<file path="src/rtl/regfile_param.sv">
// regfile_param: 2^ADDR_WIDTH x DATA_WIDTH register file with one write port,
// two combinational read ports, optional hardwired zero register, optional
// write-to-read bypass, a pending-write scoreboard and a sequenced bulk clear.
module regfile_param #(
  parameter int DATA_WIDTH = 32,
  parameter int ADDR_WIDTH = 5,
  parameter int ZERO_REG   = 1,
  parameter int BYPASS     = 1
) (
  input  logic                  clock,
  input  logic                  ctrl_reset_n,
  input  logic                  ctrl_writeEnable,
  input  logic [ADDR_WIDTH-1:0] ctrl_writeReg,
  input  logic [DATA_WIDTH-1:0] data_writeReg,
  input  logic [ADDR_WIDTH-1:0] ctrl_readRegA,
  input  logic [ADDR_WIDTH-1:0] ctrl_readRegB,
  output logic [DATA_WIDTH-1:0] data_readRegA,
  output logic [DATA_WIDTH-1:0] data_readRegB,
  input  logic                  ctrl_claimEnable,
  input  logic [ADDR_WIDTH-1:0] ctrl_claimReg,
  output logic                  busy_readRegA,
  output logic                  busy_readRegB,
  input  logic                  ctrl_clear,
  output logic                  clear_busy
);
  localparam int DEPTH  = 1 << ADDR_WIDTH;
  localparam bit LP_ZR  = (ZERO_REG != 0);
  localparam bit LP_BYP = (BYPASS != 0);
  localparam int NPORTS = 2;

  typedef enum logic {S_IDLE, S_CLEAR} state_t;

  state_t                           r_state;
  logic [ADDR_WIDTH-1:0]            r_idx;
  logic                             r_clear_busy;
  logic [DEPTH-1:0][DATA_WIDTH-1:0] r_mem;
  logic [DEPTH-1:0]                 r_busy;

  logic w_idle, w_wr_en, w_claim_en;

  // Writes and claims only land in IDLE; the zero register swallows both.
  assign w_idle     = (r_state == S_IDLE);
  assign w_wr_en    = w_idle && ctrl_writeEnable && !(LP_ZR && (ctrl_writeReg == '0));
  assign w_claim_en = w_idle && ctrl_claimEnable && !(LP_ZR && (ctrl_claimReg == '0));
  assign clear_busy = r_clear_busy;

  // Bulk-clear sequencer: one register zeroed per cycle, index wraps back to IDLE.
  always_ff @(posedge clock or negedge ctrl_reset_n) begin
    if (!ctrl_reset_n) begin
      r_state      <= S_IDLE;
      r_idx        <= '0;
      r_clear_busy <= 1'b0;
    end else begin
      case (r_state)
        S_IDLE: begin
          if (ctrl_clear) begin
            r_state      <= S_CLEAR;
            r_idx        <= '0;
            r_clear_busy <= 1'b1;
          end
        end
        S_CLEAR: begin
          r_idx <= r_idx + 1'b1;
          if (&r_idx) begin
            r_state      <= S_IDLE;
            r_clear_busy <= 1'b0;
          end
        end
        default: begin
          r_state      <= S_IDLE;
          r_clear_busy <= 1'b0;
        end
      endcase
    end
  end

  // Array update: sweep zeroing in CLEAR, normal writes in IDLE (including the
  // cycle ctrl_clear is seen; the sweep later zeroes that register anyway).
  always_ff @(posedge clock or negedge ctrl_reset_n) begin
    if (!ctrl_reset_n) begin
      r_mem <= '0;
    end else if (r_state == S_CLEAR) begin
      r_mem[r_idx] <= '0;
    end else if (w_wr_en) begin
      r_mem[ctrl_writeReg] <= data_writeReg;
    end
  end

  // Pending-write scoreboard; claim is applied last so it wins over a same-cycle write.
  always_ff @(posedge clock or negedge ctrl_reset_n) begin
    if (!ctrl_reset_n) begin
      r_busy <= '0;
    end else if (w_idle && ctrl_clear) begin
      r_busy <= '0;
    end else if (w_idle) begin
      if (w_wr_en)    r_busy[ctrl_writeReg] <= 1'b0;
      if (w_claim_en) r_busy[ctrl_claimReg] <= 1'b1;
    end
  end

  logic [NPORTS-1:0][ADDR_WIDTH-1:0] w_raddr;
  logic [NPORTS-1:0][DATA_WIDTH-1:0] w_rdata;
  logic [NPORTS-1:0]                 w_rbusy;

  assign w_raddr = {ctrl_readRegB, ctrl_readRegA};

  for (genvar p = 0; p < NPORTS; p++) begin : g_rd
    logic w_zero, w_hit, w_claim_hit;
    assign w_zero      = LP_ZR && (w_raddr[p] == '0);
    // Bypass never fires in reset or during the sweep, nor for the zero register.
    assign w_hit       = LP_BYP && ctrl_reset_n && w_idle && ctrl_writeEnable &&
                         (ctrl_writeReg == w_raddr[p]) && !w_zero;
    assign w_claim_hit = ctrl_claimEnable && (ctrl_claimReg == w_raddr[p]);
    // Read mux: zero register, then forwarded write data, then array contents.
    always_comb begin
      w_rdata[p] = r_mem[w_raddr[p]];
      w_rbusy[p] = r_busy[w_raddr[p]];
      if (w_zero) begin
        w_rdata[p] = '0;
        w_rbusy[p] = 1'b0;
      end else if (w_hit) begin
        w_rdata[p] = data_writeReg;
        if (!w_claim_hit) w_rbusy[p] = 1'b0;
      end
    end
  end

  assign data_readRegA = w_rdata[0];
  assign data_readRegB = w_rdata[1];
  assign busy_readRegA = w_rbusy[0];
  assign busy_readRegB = w_rbusy[1];

endmodule

</file>
<file path="config.mk">
export PLATFORM = sky130hd
export DESIGN_NAME = regfile_param
export DESIGN_NICKNAME = d
export VERILOG_FILES = /design/src/rtl/regfile_param.sv
export SDC_FILE = /design/constraint.sdc
export NUM_CORES = 2
export LEC_CHECK = 0
export BUFFER_PORTS_ARGS = -buffer_cell sky130_fd_sc_hd__buf_2
export CORE_ASPECT_RATIO = 0.9
export CORE_MARGIN = 10
export CORE_UTILIZATION = 30
export CTS_CLUSTER_SIZE = 40
export DETAILED_ROUTE_END_ITERATION = 10
export GPL_TIMING_DRIVEN = 1
export SYNTH_ARGS = -nofsm -noshare
export SYNTH_HDL_FRONTEND = slang
export SYNTH_SLANG_ARGS = --single-unit
</file>
<file path="constraint.sdc">
create_clock -name clock -period 2.7 [get_ports clock]
set_input_delay 0.135 -clock clock [delete_from_list [all_inputs] [get_ports clock]]
set_output_delay 0.135 -clock clock [all_outputs]
set_load 0.02 [all_outputs]
</file>
==> out/results.txt <==
clock tree buffer depth: 3
CP arrival: 2.82 ns
Cell variety after synth: 60
Yosys warnings: 0
overflow left after global routing: 0
Post-Syn Instances: 4,425
DRC: 0
Syn-to-layout area delta: 20.1%
fin. max-slew vios: 0
final worst slack: -0.257 ns
most frequent cells in the layout: 1,063 x dfrtp_1, 1,059 x a22o_1, 427 x mux2i_1, 272 x mux4_2, 268 x buf_4
clk root buf: clkbuf_16
I/O pin count: 124
wirelength, routed: 256 mm
pin count of the biggest net entering global routing: 169
cells on worst reg2reg path: 8
CTS Sinks: 1,063
worst hold stages: 2
maxcap violations: 0
ys flop type: dfrtp_1
Reg-to-Reg Start: r_state
Via Count: 47.3k
Req. time, crit path: 2.57 ns
syn_nets: 4,487
post-DP HPWL: 149 mm
Synth top area share: 0.473
clock slew at reported path FFs: 0.07 ns
Worst Setup SP: ctrl_readRegA[2]
Pleak: 29.9 nW
commonest non-fill, non-tap cell in the layout: dfrtp_1
EDFF count, synth: 0
Post-Syn Area: 56,200 sq um
worst IR drop on VDD: 0.481 mV
P_sw: 0.0142 W
initial antenna violation count: 18
crit end category: primary output
Area contributors post-synth: dfrtp_1 47%, a22o_1 16%, mux4_2 11%
Final Util: 0.363
sw frac: 0.321
Yosys reg bits: 1,063
final hold vios: 0
clock latency on the worst-skew pair: 0.76 ns
port buffer count: 123
CTS Buf Count: 108
Detailed Routing Iterations Pass 1: 9
Slew @ Worst Pin: 1.39 ns
hold wc startpoint: data_writeReg[10]
DR WL/cell: 36.0 microns
Die Ht: 431 microns
first-pass GRT wire length: 360 mm
pwr dens: 653 nW/um^2
1st-iter DRT viols: 7,421
min Tclk post-route: 2.96 ns
period utilization: 1.10
Fmax achieved: 338 MHz
Die Area: 205,000 sq um
layout cell share with drive strength beyond 1: 0.278
Async S/R FF share, synth: 1.00
largest area contributor in the netlist: dfrtp_1
Via-to-Cell Ratio: 6.66
Final Skew: 0.0249 ns
crit path launch type: input port
sequential power share: 0.419
RSZ-0062 raised after global routing: true
Setup CP Type: input port to primary output
syn_area_per_cell: 12.7 sq um
initial core utilization: 0.302
Total GRT Usage: 0.238
HP Class: input port to register
CTS tree: built
NumNets Final: 4,570
internal power: 0.0299 W
outcome: finished with violations
clock power share: 0.356
Die X: 476 microns
FP Rows: 150
Comb pwr share: 0.225
fill count: 17.8k
total number of H-tree levels: 3
Crit Path Max Fanout: 11
GPL Wtd Cong: 0.903
post-route ant nets: 0
vias in the first global route: 46.9k
register area share after synthesis: 0.473
total negative slack: -5.61 ns
core area: 186,000 sq um
# setup viols final: 68
Rel. slew slack: 0.0734
failing checks: setup timing
==> through the flow <==
stage / hold slack (ns) / instances / instance area (sq um) / power (W) / setup WS [ns]
after global placement: 0.250 / 6829 / 61700 / 0.0277 / -0.252
after detailed placement: 0.241 / 6829 / 61700 / 0.0278 / -0.260
after floorplan: -0.161 / 4425 / 56200 / 0.0234 / 0.694
final: 0.0447 / 7109 / 67500 / 0.0441 / -0.257
after global routing: 0.0615 / 7107 / 67500 / 0.0452 / -0.303
after CTS: 0.00249 / 7080 / 67000 / 0.0437 / -0.215
==> state kept, by name (all words and copies together), names as in the netlist <==
| register | flops |
|---|---|
| r_idx | 5 |
| clear_busy | 1 |
| r_busy | 32 |
| r_state | 1 |
| r_mem | 1024 |
==> cells in the mapped netlist (all sizes together), types with 2 or more instances <==
| cell type | number |
|---|---|
| dfrtp | 1063 |
| a22o | 1059 |
| mux2i | 429 |
| clkbuf | 364 |
| mux4 | 272 |
| buf | 193 |
| mux2 | 153 |
| o21ai | 144 |
| a221oi | 127 |
| o211ai | 107 |
| nand2 | 89 |
| o22ai | 85 |
| a31oi | 65 |
| nor2 | 52 |
| and2 | 38 |
| a21oi | 34 |
| o221ai | 21 |
| xor2 | 18 |
| nand2b | 16 |
| inv | 15 |
| nor3 | 15 |
| nor2b | 9 |
| nor4 | 6 |
| ha | 5 |
| nand3 | 5 |
| or2 | 5 |
| o32a | 4 |
| xnor2 | 4 |
| and3 | 3 |
| nand3b | 3 |
| nor3b | 3 |
| a22oi | 2 |
| a2bb2oi | 2 |
| and3b | 2 |
| or3b | 2 |
| or4 | 2 |
==> layout make-up <==
class | count | area, sq um | area share
Antenna cell | 5 | 12.5 | 0.000185
Clock buffer | 158 | 3190 | 0.0473
Clock inverter | 40 | 402 | 0.00595
Inverter | 16 | 72.6 | 0.00107
Multi-Input combinational cell | 2792 | 28800 | 0.426
Sequential cell | 1063 | 26600 | 0.394
Tap cell | 2508 | 3140 | 0.0465
Timing Repair Buffer | 527 | 5350 | 0.0793
==> cell families after synthesis <==
kind of cell | share of synthesized area
xor gates and xnor gates | 0.00343
adders and majority gates | 0.00111
AOI/OAI and AO/OA | 0.237
buffers and inverters | 0.0447
muxes | 0.216
DFF | 0.473
and+or+nand+nor | 0.0251
==> timing repair <==
item                                   CTS  global route
setup buffers                           19            27
cloned                                   6             2
setup endpoints to repair               80            66
pin swaps                               22            28
hold buffers                            37             0
endpoints found under the hold margin  665             0
gates resized for setup                233           102
==> power groups by stage <==
stage	clock network (W)	logic [W]	registers (W)
2_1_floorplan	0	0.00506	0.0183
3_3_place_gp	0	0.00908	0.0186
3_5_place_dp	0	0.00916	0.0186
4_1_cts	0.0157	0.00953	0.0184
5_1_grt	0.0164	0.0102	0.0186
6_report	0.0157	0.00991	0.0185
==> path summary, 6_finish.rpt <==
| path | slack (ns) | endpoint |
|---|---|---|
| worst min-delay path | 0.04 | r_mem[970] |
| max in group asynchronous | 1.14 | r_mem[329] |
| worst min register to register | 0.51 | r_mem[26] |
| worst max-delay path | -0.26 | data_readRegA[0] |
| worst max register to register | -0.03 | r_mem[1000] |
| min in group asynchronous | 0.11 | r_mem[656] |
==> layer usage <==
layer	vias to the layer above	track usage	wire length (microns)
met3	901	0.0820	33700
met1	24500	0.306	96200
met5	-	0	60
met2	4009	0.346	109000
li1	17900	-	-
met4	6	0.136	17500
==> critical path, stage by stage <==
cell and delay, ns:
buf_2 0.26, nor2b_2 1.14, buf_4 0.29, a22o_1 0.14, o21ai_0 0.07, o211ai_1 0.32
a31oi_4 0.24, buf_6 0.20
No activity file was read; power rests on OpenSTA's default activity.
